--- config.mk ---
export PLATFORM = sky130hd
export DESIGN_NAME = button_event_flat
export DESIGN_NICKNAME = d
export VERILOG_FILES = /design/src/rtl/button_event_if.sv /design/src/rtl/button_event.sv /design/src/flat_wrapper.sv
export SDC_FILE = /design/constraint.sdc
export NUM_CORES = 1
export LEC_CHECK = 0
export CAP_MARGIN = 40
export CORE_ASPECT_RATIO = 1.25
export CORE_UTILIZATION = 50
export CTS_CLUSTER_SIZE = 8
export DETAILED_ROUTE_END_ITERATION = 7
export PLACE_DENSITY_LB_ADDON = 0.05
export SLEW_MARGIN = 10
export SYNTH_ARGS = -nofsm -noshare
export SYNTH_HDL_FRONTEND = slang
export SYNTH_SLANG_ARGS = --single-unit
--- constraint.sdc ---
create_clock -name clk -period 2.8 [get_ports clk]
set_clock_uncertainty 0.1 [all_clocks]
set_input_delay 0.28 -clock clk [delete_from_list [all_inputs] [get_ports clk]]
set_output_delay 0.28 -clock clk [all_outputs]
set_load 0.02 [all_outputs]
--- src/rtl/button_event_if.sv ---
`default_nettype none
// ============================================================================
//  Module      : button_event_if
//  Description : Key-event valid/ready channel from button_event to the
//                calculator core. Carries the button index, the repeat flag
//                and the overflow (drop) strobe.
//  Revision    : 1.0  initial release
// ============================================================================
interface button_event_if #(
  parameter int CODE_W = 3
);
  logic              evt_valid;
  logic              evt_ready;
  logic [CODE_W-1:0] evt_code;
  logic              evt_repeat;
  logic              evt_drop;

  // Event producer
  modport master (
    output evt_valid,
    output evt_code,
    output evt_repeat,
    output evt_drop,
    input  evt_ready
  );

  // Event consumer
  modport slave (
    input  evt_valid,
    input  evt_code,
    input  evt_repeat,
    input  evt_drop,
    output evt_ready
  );
endinterface
`default_nettype wire

--- src/rtl/button_event.sv ---
`default_nettype none
// ============================================================================
//  Module      : button_event
//  Description : Turns debounced button levels into key events. One event per
//                fresh press (lowest index wins), then auto-repeat events while
//                the owning button stays held. Single-entry output slot with a
//                valid/ready handshake; events that find the slot full are
//                dropped and flagged with a one-cycle evt_drop pulse.
//  Revision    : 1.0  initial release
// ============================================================================
module button_event #(
  parameter int          N_BTN    = 5,
  parameter int          CODE_W   = 3,
  parameter logic [31:0] HOLD_DLY = 32'd49_999_999,
  parameter logic [31:0] RPT_PER  = 32'd9_999_999
) (
  input  wire logic             clk,
  input  wire logic             rst,
  input  wire logic [N_BTN-1:0] deb,
  button_event_if.master        evt
);

  typedef enum logic [1:0] {
    S_IDLE   = 2'd0,
    S_HELD   = 2'd1,
    S_REPEAT = 2'd2
  } state_t;

  state_t            state_q, state_d;
  logic [31:0]       cnt_q, cnt_d;
  logic [CODE_W-1:0] owner_q, owner_d;
  logic [N_BTN-1:0]  deb_q;

  logic              valid_q, valid_d;
  logic [CODE_W-1:0] code_q, code_d;
  logic              repeat_q, repeat_d;
  logic              drop_q, drop_d;

  logic [N_BTN-1:0]  rise;
  logic [CODE_W-1:0] rise_idx;
  logic              emit;
  logic              emit_rep;
  logic [CODE_W-1:0] emit_code;

  assign rise = deb & ~deb_q;

  // Lowest set index of the rising-edge vector (downward scan so the lowest wins)
  always_comb begin
    rise_idx = '0;
    for (int i = N_BTN - 1; i >= 0; i--) begin
      if (rise[i]) rise_idx = CODE_W'(i);
    end
  end

  // Press/hold/repeat sequencing: next state, counter and event request
  always_comb begin
    state_d   = state_q;
    cnt_d     = cnt_q;
    owner_d   = owner_q;
    emit      = 1'b0;
    emit_rep  = 1'b0;
    emit_code = owner_q;
    case (state_q)
      S_IDLE: begin
        if (|rise) begin
          owner_d   = rise_idx;
          emit      = 1'b1;
          emit_code = rise_idx;
          cnt_d     = '0;
          state_d   = S_HELD;
        end
      end
      S_HELD: begin
        // Release is checked first so it beats a coincident threshold
        if (!deb[owner_q]) begin
          cnt_d   = '0;
          state_d = S_IDLE;
        end else if (cnt_q == HOLD_DLY - 32'd1) begin
          emit     = 1'b1;
          emit_rep = 1'b1;
          cnt_d    = '0;
          state_d  = S_REPEAT;
        end else begin
          cnt_d = cnt_q + 32'd1;
        end
      end
      S_REPEAT: begin
        if (!deb[owner_q]) begin
          cnt_d   = '0;
          state_d = S_IDLE;
        end else if (cnt_q == RPT_PER - 32'd1) begin
          emit     = 1'b1;
          emit_rep = 1'b1;
          cnt_d    = '0;
        end else begin
          cnt_d = cnt_q + 32'd1;
        end
      end
      default: begin
        cnt_d   = '0;
        state_d = S_IDLE;
      end
    endcase
  end

  // Output slot: load when free or being accepted, otherwise drop and flag
  always_comb begin
    valid_d  = valid_q;
    code_d   = code_q;
    repeat_d = repeat_q;
    drop_d   = 1'b0;
    if (emit) begin
      if (!valid_q || evt.evt_ready) begin
        valid_d  = 1'b1;
        code_d   = emit_code;
        repeat_d = emit_rep;
      end else begin
        drop_d = 1'b1;
      end
    end else if (valid_q && evt.evt_ready) begin
      valid_d = 1'b0;
    end
  end

  // State and output registers; deb_q resets high so a held button needs a re-press
  always_ff @(posedge clk) begin
    if (rst) begin
      state_q  <= S_IDLE;
      cnt_q    <= '0;
      owner_q  <= '0;
      deb_q    <= '1;
      valid_q  <= 1'b0;
      code_q   <= '0;
      repeat_q <= 1'b0;
      drop_q   <= 1'b0;
    end else begin
      state_q  <= state_d;
      cnt_q    <= cnt_d;
      owner_q  <= owner_d;
      deb_q    <= deb;
      valid_q  <= valid_d;
      code_q   <= code_d;
      repeat_q <= repeat_d;
      drop_q   <= drop_d;
    end
  end

  assign evt.evt_valid  = valid_q;
  assign evt.evt_code   = code_q;
  assign evt.evt_repeat = repeat_q;
  assign evt.evt_drop   = drop_q;

endmodule
`default_nettype wire

--- src/flat_wrapper.sv ---
// flat-port wrapper written by rule: the top's interface ports become plain ports
module button_event_flat 
#(
  parameter int          N_BTN    = 5,
  parameter int          CODE_W   = 3,
  parameter logic [31:0] HOLD_DLY = 32'd49_999_999,
  parameter logic [31:0] RPT_PER  = 32'd9_999_999
)
  (clk, rst, deb, evt_evt_valid, evt_evt_code, evt_evt_repeat, evt_evt_drop, evt_evt_ready);
  button_event_if #(.CODE_W(CODE_W)) evt_i ();
  input  wire logic clk;
  input  wire logic rst;
  input  wire logic [N_BTN-1:0] deb;
  output wire logic [$bits(evt_i.evt_valid)-1:0] evt_evt_valid;
  output wire logic [$bits(evt_i.evt_code)-1:0] evt_evt_code;
  output wire logic [$bits(evt_i.evt_repeat)-1:0] evt_evt_repeat;
  output wire logic [$bits(evt_i.evt_drop)-1:0] evt_evt_drop;
  input wire logic [$bits(evt_i.evt_ready)-1:0] evt_evt_ready;
  assign evt_evt_valid = evt_i.evt_valid;
  assign evt_evt_code = evt_i.evt_code;
  assign evt_evt_repeat = evt_i.evt_repeat;
  assign evt_evt_drop = evt_i.evt_drop;
  assign evt_i.evt_ready = evt_evt_ready;
  button_event #(.N_BTN(N_BTN), .CODE_W(CODE_W), .HOLD_DLY(HOLD_DLY), .RPT_PER(RPT_PER)) u_core (.clk(clk), .rst(rst), .deb(deb), .evt(evt_i));
endmodule
* Word-level counts from Yosys, hierarchy flattened
Index checks and enable logic that the tools add are counted.
** Storage, ports and cells
- Bits in registers :: 48
- Latch bits :: 0
- RAM bits :: 0
- ROM bits :: 0
- Output and inout bits :: 6
- Memories :: 0
** Operators by class
- Add/sub/neg operators :: 1
- $mul :: 0
- Divide/modulo/power cells :: 0
- $lt $le $gt $ge :: 1
- Equal/unequal tests :: 8
- Shifts and indexed selects :: 0
- Multiplexer cells :: 31
- Bitwise operators :: 3
- Reduce and logical (&&, ||, !) cells :: 10
** Operator list (number)
- 2-to-1 mux 32 bit :: 5
- one-hot mux 32 bit (3 select lines) :: 1
- adder 32 x 1 -> 32 bit, second input constant :: 1
- == test 32 x 24 -> 1 bit, second input constant :: 1
- == test 32 x 26 -> 1 bit, second input constant :: 1
- 2-to-1 mux 3 bit :: 7
- 2-to-1 mux 1 bit :: 10
- 2-to-1 mux 2 bit :: 4
- one-hot mux 2 bit (3 select lines) :: 1
- bitwise AND 5 bit :: 1
- NOT 5 bit :: 1
- OR reduction 5 bit :: 1
- < comparator 3 x 4 -> 1 bit, second input constant :: 1
- != test 2 bit, second input constant :: 2
- AND reduction 2 bit :: 2
- binary-select mux 1 bit (select 3 bit) :: 1
- != test 3 bit, second input constant :: 1
- one-hot mux 1 bit (3 select lines) :: 1
- AND reduction 3 bit :: 1
- == test 2 x 1 -> 1 bit, second input constant :: 1
- == test 2 bit, second input constant :: 1
- logical NOT 2 bit :: 1
- != test 2 x 1 -> 1 bit, second input constant :: 1
- one-hot mux 1 bit (2 select lines) :: 1
- 6 further kinds :: 6

* Logic depth before layout (Yosys ltp)
Gate-level depths: netlist of the first run.
- Word-level depth :: 9
- Gate-level depth with buffers :: 9

* Worst setup path before layout of the first run
OpenSTA, ideal clock, no wires.
- Kind :: register to register
- Start :: register u_core.cnt_q[27]
- End :: register u_core.cnt_q[5]
- Setup time :: 0.115 ns
- Data arrival time :: 2.009 ns
- Required time :: 2.585 ns
- Setup slack :: 0.576 ns
- Cell stages (with the launch flop) :: 8
- Path buffers :: 1
- Path through :: dfxtp_1 -> or4_1 -> or4_4 -> o21ai_4 -> a21oi_2 -> o21ai_4 -> buf_6 -> nor2_2
** On the way
- Cells in the longest elaborated chain, start to end :: 4
- Elaborated cells between the ends (all ways) :: 7
- Those cells by class :: eq/ne (2); mux (5)
** RTL lines
- from (decl) :: line button_event.sv:30 : logic [31:0] cnt_q, cnt_d;
- from (signal assigned) :: line button_event.sv:138 : cnt_q <= cnt_d;
- == test 32 x 24 -> 1 bit or == test 32 x 26 -> 1 bit (tied branches) :: line button_event.sv:91, button_event.sv:78
- 2-to-1 mux 32 bit (on tied branches) :: line button_event.sv:91, button_event.sv:78
- 2-to-1 mux 32 bit (on tied branches) :: line button_event.sv:88, button_event.sv:75
- one-hot mux 32 bit (3 select lines) (*) :: line button_event.sv:63 : case (state_q)
Mark *: on every way between the ends. The rest lies on a longest branch, timed or not.
A chain may end at the register's enable or synchronous reset.

* Final worst setup path of the first run
- Start :: register u_core.cnt_q[28]
- End :: register u_core.cnt_q[27]
Same word-level chain as after synthesis.

==> flow_metrics.py, run 1 <==
metrics = {
    "synth": {
        "ys_seq_elements": 48,
        "synth_ff_type": "dfxtp_1",
        "ys_seq_area_frac": 0.380,
        "synth_edf_count": 0,
        "yosys_warnings": 0,
        "syn_nets": 301,
        "synth_top_area_cell": "dfxtp_1",
        "synth_top_area_frac": 0.380,
        "yosys-top-cells-count": "dfxtp_1 (48), nand3_1 (21), nand2_1 (20), nor2_1 (20), nor2_2 (20)",
        "synth.cell_area_um2": 2530,
        "async_reset_ff_frac": 0,
        "postSynthCellCount": 287,
        "netlist-cell-type-count": 58,
        "synth.most_common_cell": "dfxtp_1",
        "ys_top_cells_by_area": "dfxtp_1 (38%), xor2_1 (6.2%), nor2_2 (4.9%)",
        "synth.avg_cell_area_um2": 8.82,
    },
    "layout": {
        "finalNetCount": 324,
        "drive_gt1_frac": 0.164,
        "area_growth_pct": 13.5,
        "antenna_cells": 0,
        "final-instance-count-excl-fill": 371,
        "fillers": 427,
    },
    "sta": {
        "final_max_slew_viol_count": 0,
        "hold_viol_final": 0,
        "worst_pin_slew_ns": 0.540,
        "finalCritPeriodShare": 0.872,
        "finalSetupViolations": 0,
        "period_needed_ns": 2.44,
        "max_slew_margin": 0.637,
        "rsz0062_at_grt": "false",
        "fmax_mhz": 409,
        "finalSetupTns_ns": 0,
    },
    "pwr": {
        "power_frac_seq": 0.529,
        "combPwrFrac": 0.148,
        "power_density_nw_per_um2": 466,
        "p_switching_uw": 364,
        "p_int_uw": 975,
        "vdd_drop_max_uv": 292,
        "swShare": 0.272,
        "p_leak_nw": 0.970,
        "clkPwrFrac": 0.323,
    },
    "min_path": {
        "worstHoldPathType": "flip-flop to flip-flop",
    },
    "placed_design": {
        "gp_congestion": 0.868,
        "dp_cells": 363,
        "dp_hpwl_um": 4200,
        "port-buffer-count": 13,
    },
    "clock_network": {
        "clock-sinks": 48,
        "clk-insertion-delay-late_ns": 0.31,
        "clock_path_buffers": 2,
        "cts_resized": 0,
        "cts_setup_buffers": 0,
        "cts_tree": "done",
        "root_buffer": "clkbuf_8",
        "cts_buffers": 5,
        "path_clk_slew_ns": 0.09,
        "htree_num_levels": 2,
        "holdBufCountCts": 0,
    },
    "route": {
        "wl_per_cell_um": 15.2,
        "vias_per_cell": 5.71,
        "drtPass1Iterations": 4,
        "ant_nets": 0,
        "dr_total_vias": 2117,
        "drc": 0,
        "drt-total-wl_um": 5650,
        "drt_iter0_drc": 88,
    },
    "critical_path": {
        "path_cells": "or4_1 > or4_4 > o21ai_4 > a21oi_2 > o21ai_4 > buf_12 > nor2_1",
        "cp_num_buf_inv": 1,
        "crit_path_end_kind": "flip-flop",
        "cp-start-kind": "flip-flop",
        "worst_path_largest_cell_delay_ns": 0.53,
        "crit_top_cell": "o21ai_4",
        "critPathTopFamily": "simple AND/OR/NAND/NOR gates",
        "crit_type": "flip-flop to flip-flop",
        "worstPathMaxFanout": 24,
        "cpMaxStageDelayCell": "or4_4",
        "crit_required_ns": 2.90,
        "arrival_ns": 2.55,
    },
    "floorplan": {
        "core_area_um2": 4800,
        "fp.dieArea_um2": 5350,
        "die_w_um": 65.6,
        "initial_core_util": 0.527,
        "rows": 28,
        "fp.dieH_um": 81.5,
        "io_pins": 14,
    },
    "grt": {
        "grt_max_degree": 25,
        "antenna_found_initial": 0,
        "grt_pass1_vias": 1995,
        "grt_pass1_wl_um": 9340,
        "grt-ovfl-total": 0,
        "grt_util_all_layers": 0.230,
    },
    "run": {
        "maxCapViolCount": 0,
    },
    "run_status": {
        "status": "completed",
    },
}
==> worst reg2reg max path, cell delays in order, from the launching register on <==
cell	delay [ns]
dfxtp_1	0.37
or4_1	0.52
or4_4	0.53
o21ai_4	0.20
a21oi_2	0.16
o21ai_4	0.18
buf_12	0.21
nor2_1	0.08
==> through the flow <==
step	util	power, mW	hold WS, ns	area, um^2	worst slack, ns
6_report	0.598	1.34	0.382	2870	0.358
5_1_grt	0.598	1.39	0.404	2870	0.226
4_1_cts	0.598	1.35	0.393	2870	0.369
3_5_place_dp	0.579	0.924	0.367	2780	0.227
3_3_place_gp	0.579	0.923	0.365	2780	0.268
2_1_floorplan	-	0.860	0.260	2530	0.576
==> cell type report <==
type | count | area (um^2) | area share
multi-input combinational | 220 | 1480 | 0.515
timing repair buffer | 24 | 225 | 0.0785
clock buffer | 8 | 90.1 | 0.0314
tap | 60 | 75.1 | 0.0262
inverter | 11 | 41.3 | 0.0144
sequential | 48 | 961 | 0.335
==> sequential cells by signal, indices dropped and copies added (netlist names) <==
signal	cells
u_core.evt.evt_code	3
u_core.evt.evt_drop	1
u_core.evt.evt_repeat	1
u_core.cnt_q	32
u_core.state_q	2
u_core.evt.evt_valid	1
u_core.deb_q	5
u_core.owner_q	3
==> logic make-up (layout without fill, tap and decap cells) <==
| logic type | after synthesis | in the layout | share of synthesized area |
|---|---|---|---|
| AO/OA/AOI/OAI | 42 | 42 | 0.127 |
| XOR/XNOR | 24 | 24 | 0.0831 |
| adder cells (fa/ha/maj) | 6 | 6 | 0.0297 |
| buffers and inverters | 19 | 43 | 0.0361 |
| flip-flops | 48 | 48 | 0.380 |
| multiplexers | 5 | 5 | 0.0208 |
| AND/OR/NAND/NOR | 143 | 143 | 0.324 |
==> power by group through the flow <==
stage               Sequential, mW  Combinational, mW  Clock, mW
global placement             0.724              0.199          0
CTS                          0.709              0.200      0.438
floorplan                    0.728              0.132          0
global route                 0.711              0.217      0.464
finish                       0.708              0.198      0.432
detailed placement           0.724              0.200          0
==> worst paths after layout <==
| kind | slack, ns | depth (start not counted) | end | start |
|---|---|---|---|---|
| worst max-delay path | 0.36 | 7 | u_core.cnt_q[27]$_SDFFE_PP0P_ | u_core.cnt_q[28]$_SDFFE_PP0P_ |
| worst max register to register | 0.36 | 7 | u_core.cnt_q[27]$_SDFFE_PP0P_ | u_core.cnt_q[28]$_SDFFE_PP0P_ |
| worst min register to register | 0.38 | 1 | u_core.evt.evt_code[2]$_SDFFE_PP0P_ | u_core.evt.evt_code[2]$_SDFFE_PP0P_ |
| worst min-delay path | 0.38 | 1 | u_core.evt.evt_code[2]$_SDFFE_PP0P_ | u_core.evt.evt_code[2]$_SDFFE_PP0P_ |
==> routing by layer <==
| layer | routed length, um | up-vias | global-route usage |
|---|---|---|---|
| met5 | 0 | - | 0 |
| met4 | 121 | 0 | 0.0870 |
| met3 | 151 | 10 | 0.0444 |
| met2 | 2870 | 31 | 0.415 |
| met1 | 2510 | 1007 | 0.265 |
| li1 | - | 1069 | - |
==> cells in the final DEF, fill, tap and decap left out, drive strengths merged, types with 3 or more instances in the layout <==
cell	count
nor4	4
or4	6
and2	3
clkbuf	8
buf	11
nand4	11
nor2	40
or2	4
dfxtp	48
clkdlybuf4s50	13
o21ai	11
nand3	21
xnor2	6
a31oi	5
xor2	18
nor3	7
nor2b	6
a211oi	3
mux2i	3
and3	3
nand3b	3
a21oi	7
nand2	20
ha	6
inv	11
No activity file was read; power rests on OpenSTA's default activity.
==> inputs of run 2 (changes only) <==
CORE_ASPECT_RATIO = default   (was 1.25)
CORE_UTILIZATION = 45   (was 50)
MAX_ROUTING_LAYER = met4   (was default)
==> run 2 against run 1 <==
Against the previous run:
- flip-flop and latch count unchanged
- core utilization shrank 4.4 points
- clock power increased by 26%
- non-clock buffer count did not move
- final cell count grew 2.7%
- first-iteration DRC count fell by 22%
- largest power group unchanged
- wire length down 2.6%
- global-route usage is 2.4 points lower
- die area increased by 11%
- sequential share of layout area is 0.56 points lower
- count of clock-buffer cells in the layout fell by 1
- register-to-register slack got worse by 0.08 ns
==> flow_metrics.py, run 2 (same netlist as run 1, synthesis figures left out) <==
metrics = {
    "critical_path": {
        "worstPathMaxFanout": 24,
        "cp-start-kind": "flip-flop",
        "reg2reg_from": "u_core.cnt_q[26]$_SDFFE_PP0P_",
        "arrival_ns": 2.62,
        "crit_required_ns": 2.90,
        "critPathLaunch": "u_core.cnt_q[26]$_SDFFE_PP0P_",
        "crit_type": "flip-flop to flip-flop",
        "crit_path_end_kind": "flip-flop",
        "setup.worst_path.end": "u_core.cnt_q[27]$_SDFFE_PP0P_",
        "r2r_end": "u_core.cnt_q[27]$_SDFFE_PP0P_",
        "r2r_cells": 7,
        "reg2reg_slack_ns": 0.28,
    },
    "route": {
        "dr_total_vias": 2113,
        "drt_iter0_drc": 69,
        "drc": 0,
        "wl_per_cell_um": 14.4,
        "drt-total-wl_um": 5500,
        "vias_per_cell": 5.55,
        "drtPass1Iterations": 5,
        "ant_nets": 0,
    },
    "sta": {
        "finalSetupViolations": 0,
        "worst_pin_slew_ns": 0.628,
        "layout_setup_ws_ns": 0.281,
        "final_max_slew_viol_count": 0,
        "finalCritPeriodShare": 0.899,
        "finalSetupTns_ns": 0,
        "hold_viol_final": 0,
        "rsz0062_at_grt": "false",
        "fmax_mhz": 397,
        "max_slew_margin": 0.581,
        "period_needed_ns": 2.52,
    },
    "placed_design": {
        "placed_area_um2": 2790,
        "place_ws_ns": 0.193,
        "dp_hpwl_um": 4220,
        "dp_cells": 373,
        "gp_congestion": 0.820,
        "port-buffer-count": 13,
    },
    "layout": {
        "fillers": 529,
        "fin_util": 0.554,
        "regMostFlops": "u_core.cnt_q",
        "finalNetCount": 324,
        "ff_latch_area_um2": 961,
        "area_growth_pct": 15.4,
        "drive_gt1_frac": 0.170,
        "antenna_cells": 0,
        "fin_area_um2": 2920,
        "final-instance-count-excl-fill": 381,
        "final_common_cell": "dfxtp_1",
        "multiInputGateArea_um2": 1480,
        "reg_top3": "u_core.cnt_q: 32 flops, u_core.deb_q: 5 flops",
        "most-common-layout-cells": "dfxtp_1 (48), nand3_1 (21), nor2_1 (20), nor2_2 (20), nand2_1 (20)",
        "largest_reg_flops": 32,
    },
    "floorplan": {
        "core_area_um2": 5270,
        "die_w_um": 77.0,
        "rows": 26,
        "fp.dieH_um": 77.0,
        "initial_core_util": 0.480,
        "io_pins": 14,
        "fp.dieArea_um2": 5930,
    },
    "clock_network": {
        "cts_buffers": 5,
        "cts_setup_buffers": 0,
        "htree_num_levels": 2,
        "path_clk_slew_ns": 0.09,
        "clock_path_buffers": 2,
        "cts_tree": "done",
        "root_buffer": "clkbuf_8",
        "cts_resized": 0,
        "holdBufCountCts": 0,
        "clk-insertion-delay-late_ns": 0.30,
        "clock-sinks": 48,
    },
    "min_path": {
        "worstHoldPathType": "flip-flop to flip-flop",
    },
    "grt": {
        "grt_max_degree": 25,
        "grt_util_all_layers": 0.206,
        "grt_pass1_vias": 1920,
        "grt_pass1_wl_um": 9400,
        "grt-ovfl-total": 0,
        "antenna_found_initial": 0,
    },
    "pwr": {
        "clkPwrFrac": 0.376,
        "p_switching_uw": 366,
        "power_frac_seq": 0.487,
        "power_density_nw_per_um2": 498,
        "vdd_drop_max_uv": 315,
        "p_int_mw": 1.09,
        "swShare": 0.252,
        "combPwrFrac": 0.137,
        "p_leak_nw": 0.990,
    },
    "run": {
        "maxCapViolCount": 0,
    },
    "run_status": {
        "status": "completed",
    },
}
==> run 2: worst min path at each step <==
| stage | startpoint | end | cells past startpoint | slack, ns |
|---|---|---|---|---|
| after floorplan | rst | u_core.owner_q[2]$_SDFF_PP0_ | 1 | 0.26 |
| after global placement | u_core.evt.evt_code[2]$_SDFFE_PP0P_ | u_core.evt.evt_code[2]$_SDFFE_PP0P_ | 1 | 0.36 |
| after detailed placement | u_core.evt.evt_repeat$_SDFFE_PP0P_ | u_core.evt.evt_repeat$_SDFFE_PP0P_ | 1 | 0.37 |
| after CTS | u_core.evt.evt_repeat$_SDFFE_PP0P_ | u_core.evt.evt_repeat$_SDFFE_PP0P_ | 1 | 0.39 |
| after global routing | u_core.evt.evt_code[2]$_SDFFE_PP0P_ | u_core.evt.evt_code[2]$_SDFFE_PP0P_ | 1 | 0.42 |
| final | u_core.evt.evt_repeat$_SDFFE_PP0P_ | u_core.evt.evt_repeat$_SDFFE_PP0P_ | 1 | 0.39 |
==> run 2: layer usage <==
| metal | GRT usage | vias up | wire, um |
|---|---|---|---|
| met5 | - | - | 0 |
| met4 | 0.0623 | 0 | 66 |
| met3 | 0.0357 | 7 | 209 |
| met2 | 0.302 | 32 | 2350 |
| met1 | 0.288 | 997 | 2880 |
| li1 | - | 1077 | - |
==> run 2: through the flow <==
step	hold slack, ns	total power [mW]
4_1_cts	0.394	1.47
3_5_place_dp	0.373	0.922
6_report	0.388	1.45
3_3_place_gp	0.360	0.923
5_1_grt	0.421	1.51
2_1_floorplan	0.260	0.860
==> run 2: power by group through the flow <==
stage	Clock [mW]	Sequential, mW	Combinational [mW]
after floorplan	0	0.728	0.132
after detailed placement	0	0.724	0.199
final	0.546	0.707	0.200
after CTS	0.565	0.707	0.200
after global routing	0.585	0.710	0.218
after global placement	0	0.723	0.200
==> run 2: critical path: stages, from the launching register on <==
cell,delay [ns]
dfxtp_1,0.37
or4b_1,0.55
or4_4,0.52
o21ai_4,0.19
a21oi_2,0.20
o21ai_4,0.19
buf_12,0.21
nor2_1,0.07
==> run 2: cell type report <==
class                   count  area share
multi-input cells         220       0.506
flip-flops and latches     48       0.329
well taps                  70      0.0300
repair buffers             24      0.0772
inverters                  11      0.0141
clock buffers               7      0.0330
clock inverters             1      0.0103
==> inputs of run 3 (changes only) <==
CTS_CLUSTER_SIZE = 14   (was 8)
GPL_ROUTABILITY_DRIVEN = 0   (was default)
==> results of run 3 <==
Same layout as run 2: the final DEF is identical, and so are final timing and power.
